## src/rtl/cache_mem_arbiter.sv

```systemverilog
`default_nettype none
// ============================================================================
// Module   : cache_mem_arbiter
// Purpose  : Arbitrates I$ and D$ miss traffic onto one downstream memory
//            port. D$ has fixed priority. An I$ fetch can be aborted: the
//            downstream access still runs to completion, but its data is
//            dropped. Defining CACHE_ARB_RR_EN adds a window counter that
//            lets a waiting I$ win a tie after RR_WINDOW back-to-back D$
//            grants.
// Revision : 1.0 - initial release
// ============================================================================
module cache_mem_arbiter #(
  parameter int WORD_W    = 32,
  parameter int RR_WINDOW = 4
) (
  input  logic              clk,
  input  logic              rst,
  // instruction cache side
  input  logic [WORD_W-1:0] i_addr,
  input  logic              i_ren,
  output logic              i_busy,
  output logic [WORD_W-1:0] i_rdata,
  input  logic              abort_bus,
  // data cache side
  input  logic [WORD_W-1:0] d_addr,
  input  logic [WORD_W-1:0] d_wdata,
  input  logic              d_ren,
  input  logic              d_wen,
  input  logic [3:0]        d_byte_en,
  output logic              d_busy,
  output logic [WORD_W-1:0] d_rdata,
  // downstream memory side
  output logic [WORD_W-1:0] mem_addr,
  output logic [WORD_W-1:0] mem_wdata,
  output logic              mem_ren,
  output logic              mem_wen,
  output logic [3:0]        mem_byte_en,
  input  logic              mem_busy,
  input  logic [WORD_W-1:0] mem_rdata
);

  typedef enum logic [1:0] {
    ST_IDLE        = 2'd0,
    ST_GNT_D       = 2'd1,
    ST_GNT_I       = 2'd2,
    ST_ABORT_DRAIN = 2'd3
  } state_t;

  state_t            r_state;
  state_t            w_state_nxt;
  logic [WORD_W-1:0] r_i_rdata;
  logic [WORD_W-1:0] r_d_rdata;
  logic [WORD_W-1:0] r_drain_addr;
  logic              w_d_req;
  logic              w_i_wins;
  logic              w_d_done;
  logic              w_i_done;

  assign w_d_req = d_ren | d_wen;

`ifdef CACHE_ARB_RR_EN
  localparam int                 c_CNT_W  = $clog2(RR_WINDOW + 1);
  localparam logic [c_CNT_W-1:0] c_WINDOW = c_CNT_W'(RR_WINDOW);

  logic [c_CNT_W-1:0] r_d_cnt;
  logic               w_d_grant;
  logic               w_i_grant;

  assign w_d_grant = (r_state == ST_IDLE) && (w_state_nxt == ST_GNT_D);
  assign w_i_grant = (r_state == ST_IDLE) && (w_state_nxt == ST_GNT_I);
  // Once the window is used up a pending I$ takes the next tie.
  assign w_i_wins  = i_ren && (r_d_cnt == c_WINDOW);

  // Saturating count of consecutive D$ grants issued while I$ was waiting.
  always_ff @(posedge clk) begin
    if (rst) begin
      r_d_cnt <= '0;
    end else if (w_i_grant) begin
      r_d_cnt <= '0;
    end else if (w_d_grant) begin
      if (!i_ren) begin
        r_d_cnt <= '0;
      end else if (r_d_cnt != c_WINDOW) begin
        r_d_cnt <= r_d_cnt + c_CNT_W'(1);
      end
    end
  end
`else
  assign w_i_wins = 1'b0;
`endif

  // State register, read-data holding registers and drain address capture.
  always_ff @(posedge clk) begin
    if (rst) begin
      r_state      <= ST_IDLE;
      r_i_rdata    <= '0;
      r_d_rdata    <= '0;
      r_drain_addr <= '0;
    end else begin
      r_state <= w_state_nxt;
      if (w_i_done) r_i_rdata <= mem_rdata;
      if (w_d_done) r_d_rdata <= mem_rdata;
      // Address of the fetch being drained must not follow a changing i_addr.
      if (r_state == ST_GNT_I) r_drain_addr <= i_addr;
    end
  end

  // Next-state, downstream request and completion decode.
  always_comb begin
    w_state_nxt = r_state;
    mem_ren     = 1'b0;
    mem_wen     = 1'b0;
    mem_addr    = '0;
    mem_wdata   = '0;
    mem_byte_en = 4'h0;
    w_d_done    = 1'b0;
    w_i_done    = 1'b0;
    case (r_state)
      ST_IDLE: begin
        if (w_d_req && !w_i_wins) begin
          w_state_nxt = ST_GNT_D;
        end else if (i_ren) begin
          w_state_nxt = ST_GNT_I;
        end
      end
      ST_GNT_D: begin
        // Write wins if the D$ ever raises both strobes, keeping them exclusive.
        mem_wen     = d_wen;
        mem_ren     = d_ren & ~d_wen;
        mem_addr    = d_addr;
        mem_wdata   = d_wdata;
        mem_byte_en = d_byte_en;
        if (!mem_busy) begin
          w_d_done    = 1'b1;
          w_state_nxt = ST_IDLE;
        end
      end
      ST_GNT_I: begin
        // I$ only reads; request stays up for the whole granted access.
        mem_ren     = 1'b1;
        mem_addr    = i_addr;
        mem_byte_en = 4'hF;
        if (!mem_busy) begin
          w_i_done    = ~abort_bus;
          w_state_nxt = ST_IDLE;
        end else if (abort_bus) begin
          w_state_nxt = ST_ABORT_DRAIN;
        end
      end
      ST_ABORT_DRAIN: begin
        mem_ren     = 1'b1;
        mem_addr    = r_drain_addr;
        mem_byte_en = 4'hF;
        if (!mem_busy) begin
          w_state_nxt = ST_IDLE;
        end
      end
      default: w_state_nxt = ST_IDLE;
    endcase
  end

  assign d_busy  = ~w_d_done;
  assign i_busy  = ~w_i_done;
  assign d_rdata = w_d_done ? mem_rdata : r_d_rdata;
  assign i_rdata = w_i_done ? mem_rdata : r_i_rdata;

endmodule
`default_nettype wire

```

## config.mk

```make
export PLATFORM = sky130hd
export DESIGN_NAME = cache_mem_arbiter
export DESIGN_NICKNAME = d
export VERILOG_FILES = /design/src/rtl/cache_mem_arbiter.sv
export SDC_FILE = /design/constraint.sdc
export NUM_CORES = 1
export LEC_CHECK = 0
export BUFFER_PORTS_ARGS = -buffer_cell sky130_fd_sc_hd__buf_4
export CAP_MARGIN = 20
export CELL_PAD_IN_SITES_DETAIL_PLACEMENT = 0
export CELL_PAD_IN_SITES_GLOBAL_PLACEMENT = 1
export CORE_UTILIZATION = 34
export CTS_CLUSTER_SIZE = 8
export DETAILED_ROUTE_END_ITERATION = 8
export PLACE_DENSITY_LB_ADDON = 0.1
export REMOVE_ABC_BUFFERS = 1
export SYNTH_ARGS = -nofsm -noshare
export SYNTH_HDL_FRONTEND = slang
export SYNTH_SLANG_ARGS = --single-unit
```

## constraint.sdc

```tcl
create_clock -name clk -period 3 [get_ports clk]
set_input_delay 0.15 -clock clk [delete_from_list [all_inputs] [get_ports clk]]
set_output_delay 0.15 -clock clk [all_outputs]
set_load 0.005 [all_outputs]
```

==> flow_metrics.env <==
export IMPL_post_cts_buffers=0
export IMPL_ys_ff_latch=98
export IMPL_synthXorXnorAreaFrac=0
export IMPL_crit_fanout=33
export IMPL_status="finished clean"
export IMPL_slew_violations=0
export IMPL_p_total_uw=3205
export IMPL_cts_resized=0
export IMPL_synthAdderAreaFrac=0
export IMPL_postSynthCellCount=481
export IMPL_clockRootBuffer="clkbuf_16"
export IMPL_avgViaCountPerCell=4.680
export IMPL_nets=872
export IMPL_clk_path_buf_depth=2
export IMPL_synth_warning_count=0
export IMPL_worstPathArrival_ns=2.23
export IMPL_fin_crit_ns=2.376
export IMPL_synth_top_family_by_area="multiplexers"
export IMPL_clock_skew_ns=0.008748
export IMPL_grt_max_degree=93
export IMPL_rsz0062_at_grt="no"
export IMPL_routed_via_count=4296
export IMPL_drc=0
export IMPL_synthFlopType="dfxtp_1"
export IMPL_finalHoldViolations=0
export IMPL_cap_violations=0
export IMPL_crit_required_ns=2.85
export IMPL_grt_pass1_vias=4023
export IMPL_ir_drop_mv=0.5338
export IMPL_syn2layout_area_growth_pct=51.36
export IMPL_critPathCaptureType="output pin"
export IMPL_min_period_over_period=0.7919
export IMPL_hpwl_mm=10.49
export IMPL_fp_coreArea_mm2=0.01388
export IMPL_startpoint_type="flop"
export IMPL_ant_nets=0
export IMPL_die_y_um=121.2
export IMPL_clk_latency_ns=0.34
export IMPL_clock_sinks=98
export IMPL_synth_simple_area_share=0.1994
export IMPL_holdCritStartpoint="d_ren"
export IMPL_slew_limit_headroom=0.4024
export IMPL_ys_seq_area_frac=0.4061
export IMPL_gp_congestion=0.7208
export IMPL_h_tree_depth=3
export IMPL_yosysUniqueCellTypes=25
export IMPL_numCtsBuffers=9
export IMPL_ioPinCount=275
export IMPL_power_leakage_uw=0.003501
export IMPL_track_usage=0.1922
export IMPL_holdWs_ns=0.02201
export IMPL_holdBufCountCts=0
export IMPL_muxShareOfSynthArea=0.2463
export IMPL_io_buffers=274
export IMPL_power_density_mw_per_mm2=438.4
export IMPL_path_clk_slew_ns=0.07
export IMPL_path_class="reg -> out"
export IMPL_drive_gt1_frac=0.5366
export IMPL_synth_edf_count=0
export IMPL_diodes=0
export IMPL_synth_compound_area_share=0.1046
export IMPL_worstMarginPinSlew_ns=0.8965
export IMPL_dieArea_mm2=0.01469
export IMPL_antenna_found_initial=0
export IMPL_fillCellCount=1279
export IMPL_startpoint="r_state[1]$_SDFFE_PP0P_"
export IMPL_wire_per_inst_um=15.53
export IMPL_rows=43
export IMPL_min_path_type="in -> reg"
export IMPL_wirelength_mm=14.26
export IMPL_initial_core_util=0.3480
export IMPL_post_route_util=0.5268
export IMPL_cts_tree="built"
export IMPL_r2r_start="r_state[1]$_SDFFE_PP0P_"
export IMPL_setup_viol=0
export IMPL_grt_pass1_wl_mm=21.51
export IMPL_die_w_um=121.2
export IMPL_grt_overflow_total=0
export IMPL_asyncSetResetFlopFracSynth=0
export IMPL_avgSynthCellArea_um2=10.04
export IMPL_synth_area_mm2=0.004831
export IMPL_dr_pass1_iters=4
export IMPL_fmax_ghz=0.4209
export IMPL_dr_first_iter_drc_count=162
[logic make-up (layout without fill, tap and decap cells)]
kind of cell / after synthesis / count (layout)
simple gates: 170 / 170
flops: 98 / 98
mux: 96 / 96
compound gates: 73 / 73
buf+inv: 44 / 301
[sequential cells by signal, summed over array words and instances, names as in the netlist]
| name | cells |
|---|---|
| r_state | 2 |
| r_drain_addr | 32 |
| r_d_rdata | 32 |
| r_i_rdata | 32 |
[routing by layer]
metal  vias up  global-route usage  wire, um  share of wire
li1       2128                   -         -              -
met1      2001              0.2129      5432           0.38
met2       155              0.3482      7386           0.52
met3        12             0.06955      1300          0.091
met4         0             0.04244       138         0.0097
met5         -                   0         0              0
[layout make-up]
type | count | area (um^2) | share of cell area
sequential | 98 | 1964 | 0.2687
timing repair buffer | 282 | 2130 | 0.2912
clock inverter | 5 | 60.06 | 0.008214
multi-input combinational | 339 | 2669 | 0.3650
inverter | 3 | 11.26 | 0.001540
clock buffer | 11 | 252.7 | 0.03457
tap | 180 | 225.2 | 0.03080
[synthesized netlist by cell type (all sizes together) (3+ instances only)]
cell	n	area, um^2
nand2	66	247.7
a21o	5	37.54
clkbuf	28	105.1
nor2b	37	231.5
inv	3	11.26
and2b	29	217.7
mux2	96	1190
buf	13	93.83
and2	33	206.5
a22o	32	280.3
a21oi	33	165.2
dfxtp	98	1962
[power by group]
group          internal [uW]  switching (uW)  total (uW)
registers               1330            18.0        1350
logic                    405             248         653
clock network            695             504        1200
[final timing paths]
check | endpoint | cells past startpoint | slack [ns]
hold / removal | r_state[1]$_SDFFE_PP0P_ | 2 | 0.02
setup reg to reg | r_drain_addr[0]$_SDFFE_PP0N_ | 5 | 0.95
hold reg to reg | r_drain_addr[19]$_SDFFE_PP0N_ | 2 | 0.45
setup / recovery | i_rdata[0] | 4 | 0.62
[worst max-delay path: stages (launching register included)]
cell and delay, ns:
dfxtp_2 0.50, nor4b_4 0.25, buf_4 0.56, mux2_2 0.41, buf_4 0.14
[stage by stage]
step | worst slack, ns | setup TNS [ns] | cells | cell area [um^2]
6_report | 0.6243 | 0 | 918 | 7312
5_1_grt | 0.5126 | 0 | 918 | 7312
4_1_cts | 0.6003 | 0 | 918 | 7312
3_5_place_dp | 0.9163 | 0 | 902 | 6999
3_3_place_gp | 0.9954 | 0 | 902 | 6999
2_1_floorplan | -0.5694 | -61.60 | 440 | 4632
[layout by cell type, fill, tap and decap left out, types with 2 or more instances in the layout]
cell type	count
a21o_1	5
a21oi_1	33
a22o_1	32
and2_1	33
and2b_1	29
buf_4	281
clkbuf_16	9
clkbuf_8	2
dfxtp_1	96
dfxtp_2	2
inv_1	3
mux2_1	5
mux2_2	62
mux2_4	29
nand2_1	66
nor2b_1	35
(Power assumes the default switching activity.)
